**src/rtl/axi_lite_slave_regfile.sv**
```systemverilog
// AXI-Lite-style responder over a 16 x 8-bit register file; independent read and write FSMs.
// Latency: read data 1 cycle after the AR handshake; B response 1 cycle after the W handshake.
// Backpressure: R_VALID/data_read and B_VALID hold until accepted; no new address is taken meanwhile.
module axi_lite_slave_regfile #(
  parameter logic [7:0]  RESET_VALUE = 8'h00,
  parameter logic [15:0] RO_MASK     = 16'h0000
) (
  input  logic       clk,
  input  logic       rst,
  input  logic [3:0] read_address,
  input  logic       AR_VALID,
  output logic       AR_READY,
  output logic [7:0] data_read,
  output logic       R_VALID,
  input  logic       R_READY,
  input  logic [3:0] write_address,
  input  logic       AW_VALID,
  output logic       AW_READY,
  input  logic [7:0] data_write,
  input  logic       W_VALID,
  output logic       W_READY,
  output logic       B_VALID,
  input  logic       B_READY
);

  localparam logic [1:0] RD_IDLE = 2'd0;
  localparam logic [1:0] RD_DATA = 2'd1;

  localparam logic [1:0] WR_ADDR = 2'd0;
  localparam logic [1:0] WR_DATA = 2'd1;
  localparam logic [1:0] WR_RESP = 2'd2;

  logic [1:0] rd_state;
  logic [1:0] wr_state;
  logic [3:0] awaddr_q;
  logic [7:0] regs [16];
  logic       w_commit;

  // Read-only registers still complete the W/B handshake; only the store is suppressed.
  assign w_commit = (wr_state == WR_DATA) && W_VALID && W_READY && !RO_MASK[awaddr_q];

  always_ff @(posedge clk) begin
    if (rst) begin
      for (int i = 0; i < 16; i++) regs[i] <= RESET_VALUE;
    end else if (w_commit) begin
      regs[awaddr_q] <= data_write;
    end
  end

  always_ff @(posedge clk) begin
    if (rst) begin
      rd_state  <= RD_IDLE;
      AR_READY  <= 1'b0;
      R_VALID   <= 1'b0;
      data_read <= '0;
    end else begin
      case (rd_state)
        RD_IDLE: begin
          if (AR_VALID && AR_READY) begin
            AR_READY  <= 1'b0;
            data_read <= regs[read_address];
            R_VALID   <= 1'b1;
            rd_state  <= RD_DATA;
          end else begin
            AR_READY <= 1'b1;
          end
        end
        RD_DATA: begin
          if (R_VALID && R_READY) begin
            R_VALID   <= 1'b0;
            data_read <= '0;
            AR_READY  <= 1'b1;
            rd_state  <= RD_IDLE;
          end
        end
        default: begin
          rd_state  <= RD_IDLE;
          AR_READY  <= 1'b0;
          R_VALID   <= 1'b0;
          data_read <= '0;
        end
      endcase
    end
  end

  always_ff @(posedge clk) begin
    if (rst) begin
      wr_state <= WR_ADDR;
      AW_READY <= 1'b0;
      W_READY  <= 1'b0;
      B_VALID  <= 1'b0;
      awaddr_q <= '0;
    end else begin
      case (wr_state)
        WR_ADDR: begin
          if (AW_VALID && AW_READY) begin
            awaddr_q <= write_address;
            AW_READY <= 1'b0;
            W_READY  <= 1'b1;
            wr_state <= WR_DATA;
          end else begin
            AW_READY <= 1'b1;
            W_READY  <= 1'b0;
          end
        end
        WR_DATA: begin
          if (W_VALID && W_READY) begin
            W_READY  <= 1'b0;
            B_VALID  <= 1'b1;
            wr_state <= WR_RESP;
          end
        end
        WR_RESP: begin
          if (B_VALID && B_READY) begin
            B_VALID  <= 1'b0;
            AW_READY <= 1'b1;
            wr_state <= WR_ADDR;
          end
        end
        default: begin
          wr_state <= WR_ADDR;
          AW_READY <= 1'b0;
          W_READY  <= 1'b0;
          B_VALID  <= 1'b0;
        end
      endcase
    end
  end

endmodule

```
**config.mk**
```make
export PLATFORM = sky130hd
export DESIGN_NAME = axi_lite_slave_regfile
export DESIGN_NICKNAME = d
export VERILOG_FILES = /design/src/rtl/axi_lite_slave_regfile.sv
export SDC_FILE = /design/constraint.sdc
export NUM_CORES = 1
export LEC_CHECK = 0
export BUFFER_PORTS_ARGS = -buffer_cell sky130_fd_sc_hd__buf_2
export CAP_MARGIN = 20
export CORE_UTILIZATION = 55
export CTS_BUF_LIST = sky130_fd_sc_hd__clkbuf_16
export DETAILED_ROUTE_END_ITERATION = 16
export PLACE_DENSITY = 0.78
export SLEW_MARGIN = 30
export SYNTH_ARGS = -nofsm -noshare
export SYNTH_HDL_FRONTEND = slang
export SYNTH_SLANG_ARGS = --single-unit
```
**constraint.sdc**
```tcl
create_clock -name clk -period 3.07 [get_ports clk]
set_clock_uncertainty 0.2 [all_clocks]
set_input_delay 0.307 -clock clk [delete_from_list [all_inputs] [get_ports clk]]
set_output_delay 0.307 -clock clk [all_outputs]
set_load 0.05 [all_outputs]
```
# Word level (Yosys, flattened, before mapping)
# Memory sizes are Yosys's and may differ from the RTL's. A register that Yosys moved wholly into a read port is not among the register bits.
# Cells that the tools add are included.
# word_totals
register_bits,21
mem_bits_rw,128
mem_bits_ro,16
in_bits,23
wordCells,77
mem_count,2
# memory_table
name,depth,word_bits,rd,rd_clocked_by_memory_dff,wr,line,text
regs,16,8,1,0,16,36,logic [7:0] regs [16];
(name not given),16,1,1,1,0,40,assign w_commit = (wr_state == WR_DATA) && W_VALID && W_READY && !RO_MASK[awaddr_q];
# classes
magnitude_cmp,1
n_eq_ne,8
mux,36
bitwise,3
reduce_logical,18
# ops
cell,count
2-to-1 mux 8 bit,3
2-to-1 mux 1 bit,17
case mux 8 bit (2 select lines),1
2-to-1 mux 4 bit,3
2-to-1 mux 2 bit,5
case mux 1 bit (3 select lines),3
logical AND 1 bit,8
inequality test 2 bit (second input constant),4
AND reduction 2 bit,4
OR reduction 8 bit,1
case mux 2 bit (3 select lines),1
AND reduction 3 bit,2
less-than comparator 4 x 5 -> 1 bit (second input constant),1
equality test 2 x 1 -> 1 bit (second input constant),2
logical NOT 2 bit,2
case mux 1 bit (2 select lines),2
case mux 2 bit (2 select lines),1
NOT 1 bit,3
equality test 2 bit (second input constant),1
inequality test 2 x 1 -> 1 bit (second input constant),1
logical NOT 1 bit,1

# Logic depth before layout (Yosys ltp)
# Gate-level depths: netlist (run 1).
# logic_depth
depth_word,9
depth_mapped,7
ltp_nobuf,4

# Worst setup path before layout (run 1)
# OpenSTA, ideal clock, no wires.
# synth_timing
kind,register -> register
start,register W_READY
end,memory regs[11][0] (enable)
setup_time_ps,384
arrival_time_ps,2105
t_required_ps,2486
path_slack_ps,381
stages_incl_launch_ff,5
path_buffers,1
path_cell_list,dfxtp_1 nand4b_1 or4_1 buf_6 o21ai_0
# synth_rtl
item,line,text
from (decl),21,"output logic W_READY,"
from (signal assigned),90,W_READY <= 1'b0;
from (signal assigned),99,W_READY <= 1'b1;
from (signal assigned),103,W_READY <= 1'b0;
to (decl),36,

==> results summary, run 1 <==
Among all flip-flop cells after synthesis, the most frequent one is sky130_fd_sc_hd__edfxtp_1. With fillers left out, the area of the finished cells amounts to 7740 sq um. OpenSTA, run right after detailed placement, puts the worst setup slack at 414 ps. Once detail routing completed, the nets flagged for antenna violations numbered 0. Ranked by total cell area, the synthesized netlist is headed by sky130_fd_sc_hd__edfxtp_1, sky130_fd_sc_hd__and2_1, sky130_fd_sc_hd__mux4_1, sky130_fd_sc_hd__dfxtp_1, sky130_fd_sc_hd__mux4_2. The effective utilization at floorplan came out at 56.2%.

Using the TritonRoute via totals, the vias-per-cell ratio works out to 6.19. The number of flops mapped to enable cells by yosys came out at 128. The clock transition time at the flip-flop clock pins of the worst setup and hold paths came out at 60 ps. The number of antenna violations at the first check in global routing is 0. Max-cap violations in this run came to 0. After layout, the worst setup slack is 509 ps. For the worst-skew pair, the clock arrives at the later sink with an insertion delay of 420 ps.

The count of final setup violators came out at 0. The cell area after synthesis came out at 6720 sq um. The synthesized design spends more area on one cell type than any other, namely sky130_fd_sc_hd__edfxtp_1. The leakage power total is 3.00 nW. The number of synthesized register bits came out at 147. The number of levels in the clock H-tree came out at 4. The core footprint is 12000 sq um. The via count of the first global-routing pass came out at 4137.

The placed cell count came out at 628. The number of standard cells after synthesis came out at 457. By count the netlist is led by sky130_fd_sc_hd__and2_1, sky130_fd_sc_hd__edfxtp_1, sky130_fd_sc_hd__mux2i_1, sky130_fd_sc_hd__dfxtp_1, sky130_fd_sc_hd__o21ai_0. Synthesis produced a netlist with a net count of 480.

The DRC violation total after the first TritonRoute iteration is 286. The final critical path takes up 83.4% of the cycle. Compared with the post-synthesis result, the final layout area differs by 15.1%. STA classifies the critical path endpoint as a flop. The worst setup path is launched from a flop. The floorplan die area came out at 12700 sq um. For the worst setup path, the data required time is 2960 ps. The number of standard-cell rows in the floorplan is 40. The largest stage delay on the critical path came out at 680 ps. The width of the die came out at 113 microns.

Data arrives at the worst endpoint at 2450 ps. The cell area power density is 619 nW/um^2. By startpoint and endpoint, the worst setup path is classified as reg2reg. For this run, the top clock speed supported by timing is 390 MHz.

In the global route stage, overall resource usage came out at 27.2%. The async set-or-reset flop fraction in the synthesized netlist is 0%. Setup total negative slack on the finished layout was measured at 0 ps. The cell area after placement is 7050 sq um.

The worst slew margin relative to its limit is 48.2%. The maximum fanout along the worst path is 9. The dominant combinational cell family by area after synthesis is simple AND/OR/NAND/NOR gates. The area share of the largest cell type after synthesis came out at 57.2%. The first detailed-routing pass took 5 iterations. Fill cells in the final layout number 809. The overflow left after global routing came out at 0. The layout cell share with drive strength beyond 1 is 20.3%. The number of endpoints with negative hold slack in the final report is 0.

The first global-routing pass estimated 24600 microns of wire. The number of ports placed on the die boundary is 36. The mean cell area of the mapped netlist came out at 14.7 sq um. The critical path goes through nand4b_1, or4_1, nor3_4, or2_1. The vertical die dimension came out at 113 microns.

Wires add up to 15800 microns. The final cell utilization of the core came out at 64.7%. The min-delay analysis places its worst path in the category in2reg.

The sequential fraction of the synthesis area is 62.8%. The count of final max-slew check failures came to 0. The detail-routed net length per standard cell is 23.7 microns. The congestion estimate from routability-driven global placement came to 0.808.

For this run, the number of Yosys warnings is 0. For this design, the sink count on the clock tree is 147. The number of antenna repair diodes is 0. The number of input and output port buffers inserted came out at 35. Of the post-synthesis cell area, the part taken by muxes is 13.4%. The number of distinct library cell variants in the gate-level netlist after synthesis is 44. The transition time at the pin with the least slew margin is 773 ps.

VDD sags by at most 0.000345 V. The flow ran to the end, and the final reports show no timing, DRC or antenna violations. Clock tree synthesis selected as its root buffer the cell sky130_fd_sc_hd__clkbuf_16. After the flow finishes, the layout carries non-filler instances totaling 664.

Setup repair after global routing left no endpoint under its margin. The shortest clock period the worst path allows after layout came out at 2560 ps. The maximum number of pins on one net before global-route repair came out at 27. The number of buffers on the longest clock path is 2.

The master of the slowest instance on the critical path is sky130_fd_sc_hd__or4_1. The number of nets in the finished design is 527. The total power consumption of the routed design is 4.79 mW.

The final HPWL from detailed placement came out at 10200 microns. The TritonCTS clock tree is done. The adder-cell share of the synthesized area came out at 0%. The compound-cell area share of the yosys netlist is 4.00%. Hold timing on the final database bottoms out at a slack of 20.4 ps. The number of CTS-inserted buffers came out at 17. Of the total synthesized cell area, the portion taken by AND, OR, NAND and NOR gates is 17.6%. In the routed design, unresolved DRC markers number 0. The xor and xnor area share after synthesis is 0%.

The via count is 4109.
-- cells by family after synthesis --
| logic type | Yosys count |
|---|---|
| AO/OA/AOI/OAI | 43 |
| buffers and inverters | 27 |
| flip-flops | 147 |
| multiplexers | 51 |
| AND/OR/NAND/NOR | 189 |
-- repair_timing --
item / in CTS / in global routing
gates resized for setup: 0 / 0
hold buffers: 4 / 0
buffers inserted: 0 / 0
hold endpoints to repair: 4 / 0
-- final timing paths --
check	from	end	slack (ps)	cells past startpoint
max	wr_state[0]	regs[2][1]	510	4
min	R_READY	rd_state[0]	20	3
max reg2reg	wr_state[0]	regs[2][1]	510	4
min reg2reg	data_read[7]	data_read[7]	290	2
-- flip-flops by register name, indices dropped and copies added (netlist names) --
name / flops
regs: 128
rd_state: 1
B_VALID: 1
wr_state: 2
awaddr_q: 4
data_read: 8
AW_READY: 1
AR_READY: 1
W_READY: 1
-- report_power, final --
group,switching (mW),internal (mW)
clock,0.777,1.42
combinational,0.205,0.112
sequential,0.0356,2.24
total,1.02,3.77
-- layout by cell type, fill, tap and decap left out, types with 4 or more instances in the layout --
master / netlist / routed
sky130_fd_sc_hd__inv_1: 1 / 4
sky130_fd_sc_hd__nand2_1: 4 / 4
sky130_fd_sc_hd__or2_2: 6 / 6
sky130_fd_sc_hd__nand2b_1: 11 / 11
sky130_fd_sc_hd__nor2b_1: 4 / 4
sky130_fd_sc_hd__o21ai_0: 18 / 18
sky130_fd_sc_hd__a21oi_1: 7 / 7
sky130_fd_sc_hd__dlygate4sd3_1: 0 / 4
sky130_fd_sc_hd__dfxtp_1: 19 / 19
sky130_fd_sc_hd__clkbuf_16: 0 / 22
sky130_fd_sc_hd__mux4_1: 15 / 15
sky130_fd_sc_hd__buf_4: 1 / 14
sky130_fd_sc_hd__nor2_1: 17 / 17
sky130_fd_sc_hd__edfxtp_1: 128 / 128
sky130_fd_sc_hd__buf_2: 4 / 35
sky130_fd_sc_hd__a22oi_1: 7 / 7
sky130_fd_sc_hd__a32oi_1: 6 / 6
sky130_fd_sc_hd__mux2i_1: 23 / 23
sky130_fd_sc_hd__mux4_2: 11 / 11
sky130_fd_sc_hd__and2_1: 128 / 128
-- critical path, delay by kind of cell, from the launching register on --
kind             cells  cell delay, ps
and+or+nand+nor      4            1590
DFF                  1             440
-- cell type report --
class                           count  area, sq um  area share (%)
Tap cell                          147          184            2.38
Multi-Input combinational cell    283         2360            30.4
Clock buffer                       22          551            7.11
Inverter                            2         7.51          0.0970
Clock inverter                     10         96.3            1.24
Timing Repair Buffer               53          320            4.14
Sequential cell                   147         4220            54.6
-- per-layer routing --
layer / vias to the layer above / track usage [%] / routed length, microns
li1: 1799 / - / -
met1: 2061 / 35.3 / 6280
met2: 211 / 43.8 / 7750
met3: 38 / 6.10 / 1150
met4: 0 / 12.8 / 583
met5: - / 0 / 0
Note: power is estimated with default switching activity, not from simulation.
==> run 2, diff against run 1 <==
--- a/config.mk
+++ b/config.mk
@@ -5,12 +5,13 @@
 export SDC_FILE = /design/constraint.sdc
 export NUM_CORES = 1
 export LEC_CHECK = 0
+export ABC_AREA = 1
 export BUFFER_PORTS_ARGS = -buffer_cell sky130_fd_sc_hd__buf_2
 export CAP_MARGIN = 20
 export CORE_UTILIZATION = 55
 export CTS_BUF_LIST = sky130_fd_sc_hd__clkbuf_16
 export DETAILED_ROUTE_END_ITERATION = 16
-export PLACE_DENSITY = 0.78
+export PLACE_DENSITY = 0.81
 export SLEW_MARGIN = 30
 export SYNTH_ARGS = -nofsm -noshare
 export SYNTH_HDL_FRONTEND = slang
==> constraint.sdc (replaced) <==
create_clock -name clk -period 2.2 [get_ports clk]
set_clock_uncertainty 0.2 [all_clocks]
set_input_delay 0.22 -clock clk [delete_from_list [all_inputs] [get_ports clk]]
set_output_delay 0.22 -clock clk [all_outputs]
set_load 0.05 [all_outputs]
==> run 2 against run 1 <==
Effect of this change: die area rose by 4.3%; synthesized area rose by 4.4%; first-iteration DRC count rose to 2.7 times the previous value.
==> results summary, run 2 <==
The number of antenna violations at the first check in global routing is 1. The required time at the endpoint of the critical path is 2090 ps. The number of endpoints with negative hold slack in the final report came out at 0.

The final hold slack is 71.4 ps. Entering global routing, the biggest net connects 65 pins. The async set-or-reset flop fraction in the synthesized netlist came out at 0%.

The largest registers in the layout are regs x128, data_read x8, awaddr_q x4. The number of input and output port buffers inserted came out at 35. The compound-cell area share of the yosys netlist is 1.94%. In the routed design, unresolved DRC markers number 0. The switching portion of total power came out at 26.7%. The cell area after synthesis is 7020 sq um. The multiplexer fraction of the synthesized cell area came out at 0%. The H-tree was split into 4 levels. Of all cell types, the one taking the most synthesized area is sky130_fd_sc_hd__edfxtp_1.

In this run, flip-flops and latches consume 48.2% of the power. The number of vias per cell came out at 5.42. The leakage power total is 3.86 nW. The internal power of the cells totals 4.91 mW. The number of buffers on the longest clock path is 2. After floorplanning, the core was divided into 40 placement rows. The number of synthesized register bits came out at 147. By area the synthesized netlist is led by sky130_fd_sc_hd__edfxtp_1, sky130_fd_sc_hd__nand2_1, sky130_fd_sc_hd__nor2_1, sky130_fd_sc_hd__nand3_1, sky130_fd_sc_hd__inv_1. The count of final setup violators is 0.

By count the netlist is led by sky130_fd_sc_hd__nand2_1, sky130_fd_sc_hd__nor2_1, sky130_fd_sc_hd__edfxtp_1, sky130_fd_sc_hd__inv_1, sky130_fd_sc_hd__nand3_1. The layout cell share with drive strength beyond 1 is 13.3%. The type of origin of the critical path is a primary input.

Routability-driven placement finished with a final weighted congestion of 0.835. The register with the most flip-flops in the layout has 128 of them. The synthesized netlist contains 17 unique library cells.

The first detailed-routing pass took 7 iterations. Derived from the worst setup path, the maximum achievable clock frequency is 475 MHz. The count of nets left with antenna violations once routing finished came out at 0.

The width of the die is 115 microns. CTS saw 147 sinks. The number of flops mapped to enable cells by yosys came out at 128. The number of standard cells after synthesis is 795.

The area share of the largest cell type after synthesis is 54.8%. The run finished with clean final reports. The detail-routed net length per standard cell came out at 16.4 microns. Across the run, the number of max-cap violations was 0. Of the total synthesized cell area, the portion taken by AND, OR, NAND and NOR gates is 29.3%. The count of final max-slew check failures is 0. TritonCTS built the clock tree. Setup repair after global routing left no endpoint under its margin.

In this run the standard cell core region covers 12200 sq um. The final HPWL from detailed placement is 10700 microns. For the final routed database, the setup TNS stands at 0 ps. During synthesis, Yosys emitted a total of 0 warnings.

The cell sitting at the root of the clock tree is a sky130_fd_sc_hd__clkbuf_16. Combinational logic is responsible for 12.4% of the overall power. The share of the Yosys chip area taken by registers is 60.2%. The portion of total power attributed to the clock network came out at 39.3%. The overflow left after global routing came out at 0. The first global-routing pass estimated 26500 microns of wire. The tightest min-delay check is of the in2reg type. The effective utilization at floorplan came out at 57.5%. The maximum fanout along the worst path is 9. The total global-route track usage came out at 27.9%. The capturing element type of the critical path is a flop. Power spread over the standard cell area amounts to 824 nW/um^2. The worst slew margin relative to its limit came out at 61.0%. Summed over all nets, the switching power comes to 1.79 mW. The worst-skew pair later-pin latency is 420 ps. STA puts the critical path data arrival time at 2000 ps. In the layout the commonest cells are sky130_fd_sc_hd__nand2_1, sky130_fd_sc_hd__nor2_1, sky130_fd_sc_hd__edfxtp_1, sky130_fd_sc_hd__inv_1, sky130_fd_sc_hd__nand3_1. Clock-pin slew was measured on the worst setup and hold paths at 60 ps. The flip-flop cell with the highest count after synthesis is sky130_fd_sc_hd__edfxtp_1.

The DRC violation total after the first TritonRoute iteration is 770. The type of the worst setup path is in2reg. The largest voltage drop on the vdd net is 0.000357 V. The post-synth net total came out at 818. The die covers 13200 sq um. In the final design database the tool counted 872 nets. The shortest clock period the worst path allows after layout is 2110 ps. The via count of the first global-routing pass is 5184. Summing the areas of all fa, ha and maj instances in the mapped netlist gives 0% of the synthesized area. The growth of design area from synthesis to finish is 15.8%.

The detailed router placed 5584 vias in this run. The xor and xnor area share after synthesis came out at 0%. The most common cell in the synthesized netlist is sky130_fd_sc_hd__nand2_1. A synthesized cell averages 8.83 sq um. At the pin with the least slew margin, the transition time is 584 ps.

After layout, the worst path uses 95.8% of the clock period. The number of ports placed on the die boundary is 36. By area, the combinational part of the netlist is dominated by simple AND/OR/NAND/NOR gates. The final layout contains routed wiring with a total length of 16900 microns. The vertical die dimension came out at 115 microns. The commonest non-fill, non-tap cell in the layout is sky130_fd_sc_hd__nand2_1. The top register by number of flip-flops is regs. The number of CTS-inserted buffers came out at 17.
[run 2: timing repair]
action / 4_1_cts / 5_1_grt
endpoints found under the setup margin: 0 / 64
hold buffers: 10 / 0
buffers inserted: 0 / 3
hold endpoints to repair: 18 / 0
resized for setup: 0 / 0
[run 2: final timing paths]
kind,slack (ps),cells after the start,to,start
hold reg to reg,260,2,data_read[1],data_read[1]
hold / removal,70,5,data_read[2],read_address[3]
setup reg to reg,140,7,regs[3][1],wr_state[0]
setup / recovery,90,8,regs[3][1],rst
[run 2: metrics by stage]
| stage | cells | util (%) | power [mW] | area (sq um) | worst slack (ps) |
|---|---|---|---|---|---|
| final | 1031 | 66.6 | 6.70 | 8130 | 92.7 |
| after global placement | 985 | 61.0 | 4.07 | 7450 | 129 |
| after CTS | 1027 | 66.3 | 6.70 | 8090 | 52.9 |
| after global routing | 1030 | 66.6 | 6.92 | 8130 | 18.7 |
| after detailed placement | 985 | 61.0 | 4.09 | 7450 | 86.0 |
| after floorplan | 795 | - | 3.80 | 7020 | 204 |
[run 2: power groups by stage]
stage	sequential, mW	combinational [mW]	clock (mW)
final	3.23	0.832	2.64
after floorplan	3.34	0.460	0
after global routing	3.25	0.903	2.77
after CTS	3.23	0.823	2.64
after detailed placement	3.29	0.798	0
after global placement	3.28	0.788	0
[run 2: layout make-up]
| class | count | area (sq um) |
|---|---|---|
| Antenna cell | 1 | 2.50 |
| Clock buffer | 17 | 425 |
| Clock inverter | 15 | 120 |
| Fill cell | 953 | 4080 |
| Inverter | 121 | 454 |
| Multi-Input combinational cell | 492 | 2190 |
| Sequential cell | 147 | 4230 |
| Tap cell | 168 | 210 |
| Timing Repair Buffer | 70 | 500 |
[run 2: logic make-up after synthesis]
kind of cell           count (synthesis)
DFF                                  147
AOI/OAI and AO/OA                     27
buffers and inverters                156
and+or+nand+nor                      465
[run 2: metal layers]
layer	GRT usage [%]	part of all wire [%]	wire length [microns]
met1	36.6	39	6520
met2	44.9	48	8040
met3	5.85	12	1990
met4	12.9	2.1	359
met5	0	0	0
[run 2: worst max-delay path, stage by stage]
cell	delay [ps]
sky130_fd_sc_hd__dlygate4sd3_1	540
sky130_fd_sc_hd__buf_2	130
sky130_fd_sc_hd__inv_2	70
sky130_fd_sc_hd__nand4_4	220
sky130_fd_sc_hd__nor3_4	260
sky130_fd_sc_hd__buf_4	170
sky130_fd_sc_hd__nand2_4	80
sky130_fd_sc_hd__nand2_1	300
==> run 3, diff against run 2 <==
--- a/config.mk
+++ b/config.mk
@@ -11,7 +11,7 @@
 export CORE_UTILIZATION = 55
 export CTS_BUF_LIST = sky130_fd_sc_hd__clkbuf_16
 export DETAILED_ROUTE_END_ITERATION = 16
-export PLACE_DENSITY = 0.81
+export PLACE_DENSITY = 0.72
 export SLEW_MARGIN = 30
 export SYNTH_ARGS = -nofsm -noshare
 export SYNTH_HDL_FRONTEND = slang
==> run 3 against run 2 <==
Effect of this change: clock power is 2% higher; critical path depth unchanged; core utilization increased by 0.051 points; first-iteration DRC count decreased by 22%; worst setup slack better by 16 ps; count of clock-buffer cells in the layout stayed put; cell area is essentially flat; via count shrank 3.0%; cell count decreased by 0.19%; register-to-register slack about the same; maximum frequency is 0.77% higher; critical endpoint is now regs[3][2]; sequential power is essentially flat; highest routed layer unchanged; critical path type unchanged.
==> results summary, run 3 (synthesis gave the netlist of run 2 again) <==
The register with the most flip-flops in the layout has 128 of them. The cell area after placement came out at 7450 sq um. The later pin in the worst-skew pair is clocked with a latency of 430 ps.

The DRC violation total after the first TritonRoute iteration came out at 602. The number of vias per cell came out at 5.26. The number of buffers on the longest clock path came out at 2. The number of nets in the finished design came out at 871. TritonCTS built the clock tree.

The width of the die came out at 115 microns. The total negative slack for setup checks is 0 ps. The worst reg2reg path endpoint is regs[3][2]. The number of antenna violations at the first check in global routing came out at 0. In this run the remaining antenna-violating nets after routing total 0. The final HPWL from detailed placement is 11000 microns. For the worst setup path, the data arrival time is 1990 ps. The number of fill cells came out at 1008.

Buffers inserted during clock tree synthesis total 17. The slack of the worst reg-to-reg path came out at 150 ps. The floorplan has 40 rows. regs holds more flip-flops than any other register. The number of endpoints with negative hold slack in the final report came out at 0. The final design instance area without fill is 8140 sq um. For this run, design rule violations remaining after detail routing come to 0. Clock tree synthesis selected as its root buffer the cell sky130_fd_sc_hd__clkbuf_16. In this run the worst setup path begins at rst. The number of antenna repair diodes came out at 0. The routability-driven placement congestion ratio came out at 0.897.

Derived from the worst setup path, the maximum achievable clock frequency is 478 MHz. The vertical die dimension is 115 microns. The library cell used most frequently in the layout, excluding fill and tap cells, is sky130_fd_sc_hd__nand2_1. Port buffering added 35 buffers. The final wirelength is 16900 microns. The reported max-cap violation count came out at 0. The overflow left after global routing is 0.

The startpoint identified for the worst register-to-register timing path is wr_state[0]. The count of clock tree sinks came out at 147. The setup path with the least slack is of type in2reg.

Clock-pin slew was measured on the worst setup and hold paths at 60 ps. The count of final max-slew check failures is 0. The core footprint is 12200 sq um. Once the clock tree was built, the resizer swapped 0 gates to a different size. The required time at the endpoint of the critical path came out at 2100 ps. Setup repair after global routing left no endpoint under its margin. The pre-antenna-repair detailed-routing pass consisted of 5 iterations.

The floorplan die area is 13200 sq um. In the final layout, the registers with the most flip-flops are regs x128, data_read x8, awaddr_q x4. The growth of design area from synthesis to finish came out at 15.9%. The leakage power total is 3.87 nW. The worst register-to-register path has a depth of 7. The final clock period utilization by the worst path is 95.1%.

The maximum fanout along the worst path came out at 9. The first global-routing pass estimated 26600 microns of wire. The cell area power density came out at 833 nW/um^2. The top cell types in the final layout, fill and taps aside, are sky130_fd_sc_hd__nand2_1, sky130_fd_sc_hd__nor2_1, sky130_fd_sc_hd__edfxtp_1, sky130_fd_sc_hd__inv_1, sky130_fd_sc_hd__nand3_1. The via count of the first global-routing pass came out at 5233. The worst slew margin relative to its limit came out at 65.5%. The most critical setup path has its endpoint at regs[3][2]. The maximum number of pins on one net before global-route repair came out at 65. Global routing used 28.0% of the available tracks. The via count came out at 5417.

STA classifies the critical path startpoint as a primary input. For the pin with the worst max-slew slack, the measured transition is 516 ps. The number of levels in the clock H-tree is 4. The shortest clock period the worst path allows after layout came out at 2090 ps. Setup violations remaining at the end of the flow were counted as 0. The capturing element type of the critical path is a flop.

The flow ran to the end, and the final reports show no timing, DRC or antenna violations. The tightest min-delay check is of the in2reg type. The layout cell share with drive strength beyond 1 came out at 12.7%. The worst-case IR drop observed on VDD is 0.000483 V. The detail-routed net length per standard cell came out at 16.4 microns. 36 I/O pins were placed. The initial utilization of the core area, before any placement, comes to 57.5%.
## run 3: cell types whose count changed in the layout (fill, tap and decap cells not counted), sizes merged
cell	before	now
clkinvlp	6	3
clkinv	7	9
buf	60	59
bufinv	1	2
diode	1	0
## run 3: layout make-up
type	instances	area (sq um)	share of cell area [%]
repair buffers	69	505	6.21
flip-flops and latches	147	4230	51.9
well taps	168	210	2.58
inverters	121	454	5.58
multi-input cells	492	2190	27.0
clock buffers	17	425	5.23
clock inverters	15	124	1.52
## run 3: worst min path at each step
stage                                from      endpoint  slack (ps)  cells past startpoint
after CTS                 read_address[3]  data_read[3]          20                      5
after global placement       data_read[4]  data_read[4]         250                      2
after global routing      read_address[3]  data_read[5]          70                      5
final                     read_address[3]  data_read[3]          40                      5
after floorplan                       rst      AR_READY          90                      1
after detailed placement     data_read[4]  data_read[4]         250                      2
## run 3: power breakdown
part | internal, mW | switching [mW] | total [mW]
Clock | 1.63 | 1.07 | 2.70
Combinational | 0.225 | 0.622 | 0.848
Sequential | 3.16 | 0.0784 | 3.23
Total | 5.01 | 1.77 | 6.78
## run 3: routing by layer
| metal | up-vias | track usage, % | part of all wire (%) |
|---|---|---|---|
| met2 | 252 | 46.7 | 49 |
| met4 | 0 | 15.2 | 3.9 |
| li1 | 2623 | - | - |
| met5 | - | 0 | 0 |
| met3 | 43 | 6.64 | 8.7 |
| met1 | 2499 | 33.8 | 39 |
## run 3: repair_timing
action / 4_1_cts / 5_1_grt
setup buffers: 0 / 3
hold endpoints to repair: 18 / 0
hold buffers: 10 / 0
setup endpoints to repair: 0 / 64
## run 3: critical path, cell delays in order
cell and delay [ps]:
sky130_fd_sc_hd__dlygate4sd3_1 540, sky130_fd_sc_hd__buf_2 140, sky130_fd_sc_hd__inv_2 90, sky130_fd_sc_hd__nand4_4 210
sky130_fd_sc_hd__nor3_4 270, sky130_fd_sc_hd__buf_12 150, sky130_fd_sc_hd__nand2_4 80, sky130_fd_sc_hd__nand2_1 300
## run 3: metrics by stage
step / power (mW) / hold slack (ps) / utilization [%] / std cells / setup slack (ps)
after floorplan: 3.80 / 89.1 / - / 795 / 204
after global placement: 4.07 / 252 / 61.0 / 984 / 146
after detailed placement: 4.10 / 253 / 61.0 / 984 / 84.3
after CTS: 6.78 / 22.0 / 66.4 / 1026 / 40.7
after global routing: 6.99 / 67.5 / 66.6 / 1029 / 16.3
final: 6.78 / 36.1 / 66.6 / 1029 / 109
